===== config.mk =====
export PLATFORM = sky130hd
export DESIGN_NAME = prog_loader_flat
export DESIGN_NICKNAME = d
export VERILOG_FILES = /design/src/rtl/prog_loader_pkg.sv /design/src/rtl/prog_loader_if.sv /design/src/rtl/loader_word_assembler.sv /design/src/rtl/prog_loader.sv /design/src/flat_wrapper.sv
export SDC_FILE = /design/constraint.sdc
export NUM_CORES = 1
export LEC_CHECK = 0
export ABC_AREA = 1
export CAP_MARGIN = 30
export CORE_MARGIN = 4
export CORE_UTILIZATION = 47
export DETAILED_ROUTE_END_ITERATION = 6
export HOLD_SLACK_MARGIN = 0.05
export PLACE_DENSITY_LB_ADDON = 0.08
export SYNTH_ARGS = -nofsm -noshare
export SYNTH_HDL_FRONTEND = slang
export SYNTH_HIERARCHICAL = 1
export SYNTH_SLANG_ARGS = --single-unit

===== constraint.sdc =====
create_clock -name clk -period 1.5 [get_ports clk]
set_input_delay 0.3 -clock clk [delete_from_list [all_inputs] [get_ports clk]]
set_output_delay 0.3 -clock clk [all_outputs]
set_load 0.01 [all_outputs]

===== src/rtl/prog_loader_pkg.sv =====
// loader_defs: shared state encoding and sizing constants for the program loader.
// The optional trailing-checksum stage (CHK state) exists only when
// LOADER_CHECKSUM_EN is defined.
package loader_defs;

    localparam int ADDR_W    = 10;
    localparam int INSTR_W   = 16;
    localparam int MAX_WORDS = 1024;
    // Word counter must hold MAX_WORDS itself, so one bit wider than the address.
    localparam int CNT_W     = 11;

    typedef enum logic [2:0] {
        ST_LEN_HI = 3'd0,
        ST_LEN_LO = 3'd1,
        ST_DAT_HI = 3'd2,
        ST_DAT_LO = 3'd3,
        ST_WR     = 3'd4,
`ifdef LOADER_CHECKSUM_EN
        ST_CHK    = 3'd5,
`endif
        ST_DONE   = 3'd6,
        ST_ERR    = 3'd7
    } state_t;

    // States in which the loader is willing to take a stream byte.
    function automatic logic takes_byte(input state_t s);
        case (s)
            ST_LEN_HI, ST_LEN_LO, ST_DAT_HI, ST_DAT_LO: return 1'b1;
`ifdef LOADER_CHECKSUM_EN
            ST_CHK: return 1'b1;
`endif
            default: return 1'b0;
        endcase
    endfunction

endpackage


===== src/rtl/prog_loader_if.sv =====
// prog_loader_if: byte-stream input and instruction-memory write bus of the loader.
// master = stream source / memory side, slave = the loader itself.
interface prog_loader_if;
    import loader_defs::*;

    logic               byte_valid;
    logic [7:0]         byte_data;
    logic               byte_ready;
    logic               imem_we;
    logic [ADDR_W-1:0]  imem_addr;
    logic [INSTR_W-1:0] imem_wdata;

    modport master (
        output byte_valid, byte_data,
        input  byte_ready, imem_we, imem_addr, imem_wdata
    );

    modport slave (
        input  byte_valid, byte_data,
        output byte_ready, imem_we, imem_addr, imem_wdata
    );

endinterface


===== src/rtl/loader_word_assembler.sv =====
// loader_word_assembler: holds the high byte of a word and, one cycle after the
// low byte is taken, presents the full 16-bit word with a single-cycle strobe.
module loader_word_assembler
    import loader_defs::*;
(
    input  logic               clk,
    input  logic               reset,
    input  logic               hi_load,
    input  logic               lo_load,
    input  logic [7:0]         byte_data,
    output logic               we,
    output logic [INSTR_W-1:0] wdata
);

    logic [7:0]         hi_reg;
    logic               we_reg;
    logic [INSTR_W-1:0] wdata_reg;

    // Latch the high byte, then register {hi, lo} and the strobe on the low byte.
    always_ff @(posedge clk) begin
        if (reset) begin
            hi_reg    <= '0;
            we_reg    <= 1'b0;
            wdata_reg <= '0;
        end else begin
            we_reg <= lo_load;
            if (hi_load) begin
                hi_reg <= byte_data;
            end
            if (lo_load) begin
                wdata_reg <= {hi_reg, byte_data};
            end
        end
    end

    assign we    = we_reg;
    assign wdata = wdata_reg;

endmodule


===== src/rtl/prog_loader.sv =====
// prog_loader: receives a length-prefixed byte stream and writes it word by word
// into instruction memory while holding the CPU in reset.
// Build option: LOADER_CHECKSUM_EN adds a trailing XOR checksum byte (CHK state).
module prog_loader
    import loader_defs::*;
(
    input  logic          clk,
    input  logic          reset,
    prog_loader_if.slave  bus,
    input  logic          load_req,
    output logic          cpu_reset,
    output logic          done,
    output logic          error
);

    localparam logic [15:0] MAX_LEN = 16'(MAX_WORDS);

    state_t            state_reg, state_next;
    logic [7:0]        len_hi_reg, len_hi_next;
    logic [CNT_W-1:0]  count_reg, count_next;
    logic [ADDR_W-1:0] addr_reg, addr_next;
`ifdef LOADER_CHECKSUM_EN
    logic [7:0]        chk_reg, chk_next;
`endif

    logic              ready;
    logic              accept;
    logic              hi_load;
    logic              lo_load;
    logic              we;
    logic [INSTR_W-1:0] wdata;
    logic [15:0]       len_word;

    assign ready    = takes_byte(state_reg);
    assign accept   = bus.byte_valid & ready;
    assign len_word = {len_hi_reg, bus.byte_data};

    // State and datapath registers; reset overrides every other event.
    always_ff @(posedge clk) begin
        if (reset) begin
            state_reg  <= ST_LEN_HI;
            len_hi_reg <= '0;
            count_reg  <= '0;
            addr_reg   <= '0;
`ifdef LOADER_CHECKSUM_EN
            chk_reg    <= '0;
`endif
        end else begin
            state_reg  <= state_next;
            len_hi_reg <= len_hi_next;
            count_reg  <= count_next;
            addr_reg   <= addr_next;
`ifdef LOADER_CHECKSUM_EN
            chk_reg    <= chk_next;
`endif
        end
    end

    // Next-state and datapath updates; moves happen only on accepted bytes,
    // except the write cycle and the restart from a final state.
    always_comb begin
        state_next  = state_reg;
        len_hi_next = len_hi_reg;
        count_next  = count_reg;
        addr_next   = addr_reg;
        hi_load     = 1'b0;
        lo_load     = 1'b0;
`ifdef LOADER_CHECKSUM_EN
        chk_next    = chk_reg;
`endif
        case (state_reg)
            ST_LEN_HI: begin
                if (accept) begin
                    len_hi_next = bus.byte_data;
                    state_next  = ST_LEN_LO;
                end
            end
            ST_LEN_LO: begin
                if (accept) begin
                    if (len_word == 16'd0 || len_word > MAX_LEN) begin
                        state_next = ST_ERR;
                    end else begin
                        count_next = len_word[CNT_W-1:0];
                        addr_next  = '0;
                        state_next = ST_DAT_HI;
                    end
                end
            end
            ST_DAT_HI: begin
                if (accept) begin
                    hi_load    = 1'b1;
`ifdef LOADER_CHECKSUM_EN
                    chk_next   = chk_reg ^ bus.byte_data;
`endif
                    state_next = ST_DAT_LO;
                end
            end
            ST_DAT_LO: begin
                if (accept) begin
                    lo_load    = 1'b1;
`ifdef LOADER_CHECKSUM_EN
                    chk_next   = chk_reg ^ bus.byte_data;
`endif
                    state_next = ST_WR;
                end
            end
            ST_WR: begin
                count_next = count_reg - CNT_W'(1);
                if (count_reg == CNT_W'(1)) begin
                    // Last word: address is left on it so it can never wrap.
`ifdef LOADER_CHECKSUM_EN
                    state_next = ST_CHK;
`else
                    state_next = ST_DONE;
`endif
                end else begin
                    addr_next  = addr_reg + ADDR_W'(1);
                    state_next = ST_DAT_HI;
                end
            end
`ifdef LOADER_CHECKSUM_EN
            ST_CHK: begin
                if (accept) begin
                    state_next = (bus.byte_data == chk_reg) ? ST_DONE : ST_ERR;
                end
            end
`endif
            ST_DONE, ST_ERR: begin
                if (load_req) begin
                    state_next = ST_LEN_HI;
                    addr_next  = '0;
                    count_next = '0;
`ifdef LOADER_CHECKSUM_EN
                    chk_next   = '0;
`endif
                end
            end
            default: begin
                state_next = ST_LEN_HI;
            end
        endcase
    end

    loader_word_assembler u_asm (
        .clk       (clk),
        .reset     (reset),
        .hi_load   (hi_load),
        .lo_load   (lo_load),
        .byte_data (bus.byte_data),
        .we        (we),
        .wdata     (wdata)
    );

    assign bus.byte_ready = ready;
    assign bus.imem_we    = we;
    assign bus.imem_addr  = addr_reg;
    assign bus.imem_wdata = wdata;
    assign cpu_reset      = (state_reg != ST_DONE);
    assign done           = (state_reg == ST_DONE);
    assign error          = (state_reg == ST_ERR);

endmodule


===== src/flat_wrapper.sv =====
// flat-port wrapper written by rule: the top's interface ports become plain ports
module prog_loader_flat import loader_defs::*;
  (clk, reset, load_req, cpu_reset, done, error, bus_byte_valid, bus_byte_data, bus_byte_ready, bus_imem_we, bus_imem_addr, bus_imem_wdata);
  prog_loader_if bus_i ();
  input  logic clk;
  input  logic reset;
  input  logic load_req;
  output logic cpu_reset;
  output logic done;
  output logic error;
  input wire logic [$bits(bus_i.byte_valid)-1:0] bus_byte_valid;
  input wire logic [$bits(bus_i.byte_data)-1:0] bus_byte_data;
  output wire logic [$bits(bus_i.byte_ready)-1:0] bus_byte_ready;
  output wire logic [$bits(bus_i.imem_we)-1:0] bus_imem_we;
  output wire logic [$bits(bus_i.imem_addr)-1:0] bus_imem_addr;
  output wire logic [$bits(bus_i.imem_wdata)-1:0] bus_imem_wdata;
  assign bus_i.byte_valid = bus_byte_valid;
  assign bus_i.byte_data = bus_byte_data;
  assign bus_byte_ready = bus_i.byte_ready;
  assign bus_imem_we = bus_i.imem_we;
  assign bus_imem_addr = bus_i.imem_addr;
  assign bus_imem_wdata = bus_i.imem_wdata;
  prog_loader u_core (.clk(clk), .reset(reset), .bus(bus_i), .load_req(load_req), .cpu_reset(cpu_reset), .done(done), .error(error));
endmodule

---- Yosys cells after proc, flatten, opt, wreduce, memory -nomap -nowiden ----
Index checks and enable logic that the tools add are counted.
cells by class
  add/sub/neg operators ................... 2
  magnitude comparators ................... 1
  equal/unequal tests ..................... 15
  multiplexer cells ....................... 21
  bitwise logic cells ..................... 1
  reductions and logical operators ........ 10
operators with widths
  cell                     number
  $mux W10                 4
  $mux W11                 3
  $pmux W11 S3             1
  $pmux W10 S3             1
  $mux W3                  7
  $pmux W3 S6              1
  $gt A16 B11 Y1 const B   1
  $logic_not A16 Y1        1
  $eq A11 B1 Y1 const B    1
  $sub A11 B1 Y11 const B  1
  $add A10 B1 Y10 const B  1
  $reduce_and A5 Y1        2
  $eq A3 B3 Y1 const B     3
  $ne A2 B1 Y1 const B     4
  $eq A3 B2 Y1 const B     2
  $ne A2 B2 Y1 const B     3
  $mux W1                  4
  $reduce_and A4 Y1        1
  $reduce_or A4 Y1         1
  $eq A3 B1 Y1 const B     1
  $logic_not A3 Y1         1
  $ne A3 B3 Y1 const B     1
  $reduce_bool A3 Y1       1
  $reduce_and A2 Y1        1
  other kinds (3)          3
word-level totals
  register bits after elaboration ......... 57
  input bits .............................. 12
  output and inout port bits .............. 31
  word-level logic and storage cells ...... 57

---- Depth between registers and ports, before layout ----
  depth in word-level cells ............... 6
  mapped depth ............................ 13
  mapped depth without buffers ............ 12

---- By module ----
Netlist, hierarchy kept.
by module, submodules not included
  module                 instances  cells an instance  area each (sq um)  sequential area each (sq um)
  prog_loader            1          317                1931.9             640.6
  loader_word_assembler  1          148                1014.7             500.5

---- Least setup slack after synthesis ----
No wires, ideal clock.
  kind .................................... reg-to-reg
  from .................................... reg u_core.len_hi_reg[7]
  to ...................................... reg u_core.addr_reg[1] (netlist: u_core/bus.imem_addr[1])
  library setup time ...................... 0.128 ns
  arrival ................................. 1.326 ns
  required time ........................... 1.372 ns
  setup slack ............................. 0.046 ns
  stages on the path, launching flop included .. 12
  path buffers ............................ 1
  clock period less this slack ............ 1.454 ns
  cell sequence ........................... dfxtp_1 -> nor2_1 -> nand2_1 -> nor2_1 -> nand2_1 -> nand2_1 -> nand2_1 -> nand2_1 -> buf_1 -> nand4_1 -> nand2_1 -> nor2_1
on the way
  longest elaborated chain between the ends .. 4
  elaborated cells on any way between the ends .. 5
  those cells by class .................... 1 x order compare; 1 x eq/ne; 3 x reduce/logical
RTL lines
  element                                              RTL line           text
  start: declaration                                   prog_loader.sv:19  logic [7:0] len_hi_reg, len_hi_next;
  start signal: assignment                             prog_loader.sv:50  len_hi_reg <= len_hi_next;
  $gt A16 B11 Y1 or $logic_not A16 Y1 (tied branches)  prog_loader.sv:80  if (len_word == 16'd0 || len_word > MAX_LEN) begin
  $logic_or A1 B1 Y1 (*)                               prog_loader.sv:80
  $ne A2 B2 Y1 (no line) (*)                           --
  $reduce_and A5 Y1 (no line) (*)                      --
  end signal: assignment                               prog_loader.sv:52  addr_reg <= addr_next;
  end: declaration                                     prog_loader.sv:21  logic [ADDR_W-1:0] addr_reg, addr_next;
Mark *: on every way between the ends. The rest lies on a longest branch, timed or not.
A chain may end at the register's enable or synchronous reset.

---- Worst setup path in the final report ----
  from .................................... reg u_core.len_hi_reg[5]
  to ...................................... reg u_core.addr_reg[0] (netlist: u_core/bus.imem_addr[0])
Same word-level chain as after synthesis.

==> results.py <==
metrics = {
    "placement": {
        "dpl.hpwl_um": 5180,
        "portBuffers": 42,
        "placed_area_mm2": 0.00359,
        "pre_cts_ws_ns": -0.471,
        "place_inst": 595,
        "place_congestion": 0.906,
    },
    "synthesis": {
        "synthArstFlopShare_pct": 0,
        "synth.most_common_cell": "nand2_1",
        "synth_warnings": 6,
        "synthesis.nets": 480,
        "synth_top_area_share_pct": 38.7,
        "synthCells": 465,
        "synth_edf_count": 0,
        "synth_cell_types": 27,
        "synth-seq-area-share_pct": 38.7,
        "synth_area_leaders": "dfxtp_1 (39%), nand2_1 (16%), nor2_1 (13%)",
        "synth_area_per_cell_um2": 6.34,
        "ys.flop_type": "dfxtp_1",
        "synth_commonest_cells": "nand2_1 (128), nor2_1 (104), dfxtp_1 (57), inv_1 (51), a21oi_1 (30)",
        "synth_area_mm2": 0.00295,
        "ys_seq_elements": 57,
        "yosysTopAreaCell": "dfxtp_1",
    },
    "timing": {
        "finClkSkew_ns": 0.00515,
        "finalSetupViolations": 0,
        "maxSlewViolCount": 0,
        "fin_crit_ns": 1.50,
        "rsz0062_at_grt": "true",
        "worstMarginPinSlew_ns": 0.391,
        "period_share_pct": 100,
        "hold_violations": 0,
        "tns_ns": 0,
        "slew_headroom_pct": 73.9,
        "setup_ws_ns": 0.000743,
        "max_freq_mhz": 667,
    },
    "worst_setup_path": {
        "start_kind": "flip-flop",
        "path_cells": "nor2_2 > nand2_1 > nor2_1 > nand2_1 > nand2_1 > nand2_2 > nand2_4 > nand3_4 > buf_8 > nand2_2 > nand2_1 > nor2_1",
        "crit_arrival_ns": 1.76,
        "cpPeakStageDelay_ns": 0.33,
        "required_ns": 1.76,
        "worstPathMaxFanout": 6,
        "slowest_stage": "dfxtp_2",
        "worst-path-buf-inv": 1,
        "crit_type": "flip-flop to flip-flop",
        "r2r_setup_slack_ns": 0.0007,
        "crit_family": "simple AND/OR/NAND/NOR gates",
        "cp_common_cell": "nand2_1",
        "crit_path_end_kind": "flip-flop",
    },
    "global_route": {
        "grt_pass1_vias": 2817,
        "use_met2_pct": 31.6,
        "grt_usage_pct": 21.1,
        "grtUsageMet3_pct": 3.60,
        "antenna_found_initial": 0,
        "grt_util_met1_pct": 29.7,
        "overflow": 0,
        "grt_max_degree": 34,
        "busiest_layer": "met2",
        "grt_pass1_wl_um": 12900,
    },
    "clock_tree": {
        "cts_tree": "done",
        "cts_hold_buffers": 0,
        "cts_sinks": 57,
        "numCtsBuffers": 9,
        "ctsLongestPathBuffers": 2,
        "cts_root_buf": "clkbuf_8",
        "clkLatencyLatePin_ns": 0.33,
        "path_clk_slew_ns": 0.07,
        "htreeDepth": 3,
    },
    "layout": {
        "fin_area_mm2": 0.00401,
        "fill_cells": 561,
        "diodes": 0,
        "layout-drive-gt1-share_pct": 21.0,
        "area_growth_pct": 35.9,
        "nNetsFinal": 552,
        "largest_reg_flops": 16,
        "stdcell_count": 617,
        "post-route-util_pct": 66.9,
    },
    "routing": {
        "drcViolationCount": 0,
        "avgRoutedWirePerCell_um": 12.9,
        "vias": 3099,
        "vias_per_cell": 5.02,
        "antenna_left": 0,
        "drt_iter0_drc": 156,
        "routed_wl_um": 7940,
        "dr.pass1.iters": 4,
    },
    "run": {
        "drv_cap": 0,
    },
    "power_and_ir_drop": {
        "p_leak_nw": 1.81,
        "peakVddDrop_v": 0.000756,
        "pwr_density_cell_mw_per_mm2": 1030,
    },
    "floorplan": {
        "io_pins": 43,
        "dieArea_mm2": 0.00760,
        "start_util_pct": 49.2,
        "core_area_mm2": 0.00599,
        "die_y_um": 87.2,
        "rows": 28,
        "die_w_um": 87.2,
    },
    "min_path": {
        "min-delay-path-class": "flip-flop to flip-flop",
    },
    "run_status": {
        "status": "finished, final reports clean",
    },
}
## kinds of logic after synthesis
logic type                 synth area share [%]
adders and majority gates                  1.27
DFF                                        38.7
and+or+nand+nor                            37.2
buffers and inverters                      11.2
xor gates and xnor gates                  0.595
AOI/OAI and AO/OA                          11.0
## cells in the final DEF, fill, tap and decap left out, types with 3 or more instances in the layout
master,Yosys,final
nor2_2,0,5
dlygate4sd2_1,0,34
nand3_1,20,17
nor3_1,4,3
clkbuf_8,0,9
clkinv_2,0,3
nand2_2,1,13
dfxtp_1,57,46
nand4_1,11,11
clkdlybuf4s50_1,0,3
nor2_1,104,95
a21oi_2,1,9
dfxtp_4,0,3
nor2_4,0,4
ha_1,3,3
buf_6,6,5
a21oi_1,30,21
inv_1,51,49
inv_2,2,3
nand2_1,128,113
dfxtp_2,0,8
buf_4,4,28
nand2_4,0,3
clkbuf_2,0,3
o21ai_0,25,22
## worst register-to-register path: cells and delay by family (launching register included)
family	cells	cell delay, ns
buffers and inverters	1	0.15
DFF	1	0.33
and+or+nand+nor	11	0.97
## area by class of cell
class	count	area, µm²	share of cell area (%)
flip-flops and latches	57	1160	29.0
clock inverters	6	82.6	2.06
repair buffers	78	682	17.0
well taps	75	93.8	2.34
clock buffers	10	128	3.19
inverters	54	205	5.12
multi-input cells	337	1650	41.2
## power by group
group / switching, mW / internal (mW)
Clock: 0.630 / 0.927
Combinational: 0.520 / 0.373
Sequential: 0.0741 / 1.60
## metal layers
metal / wire length [µm] / share of wire [%]
met1: 3750 / 47
met2: 3700 / 47
met3: 392 / 4.9
met4: 88 / 1.1
met5: 0 / 0
## per-stage QoR
step                      power [mW]  hold slack [ns]
after global routing            4.35            0.488
final                           4.12            0.468
after global placement          2.45            0.459
after detailed placement        2.46            0.463
after floorplan                 2.19            0.371
after CTS                       4.08            0.470
## repair_timing
item,CTS,global route
gates resized for setup,73,52
setup endpoints to repair,53,32
setup buffers,0,3
pin swaps,12,10
cloned,2,1
## path summary, 6_finish.rpt
path                                   to  cells after the start                  start
setup / recovery  u_core/bus.imem_addr[0]                     12   u_core/len_hi_reg[5]
hold / removal      u_core/u_asm/wdata[4]                      2  u_core/u_asm/wdata[4]
setup reg to reg  u_core/bus.imem_addr[0]                     12   u_core/len_hi_reg[5]
hold reg to reg     u_core/u_asm/wdata[4]                      2  u_core/u_asm/wdata[4]
Note: power is estimated with default switching activity, not from simulation.
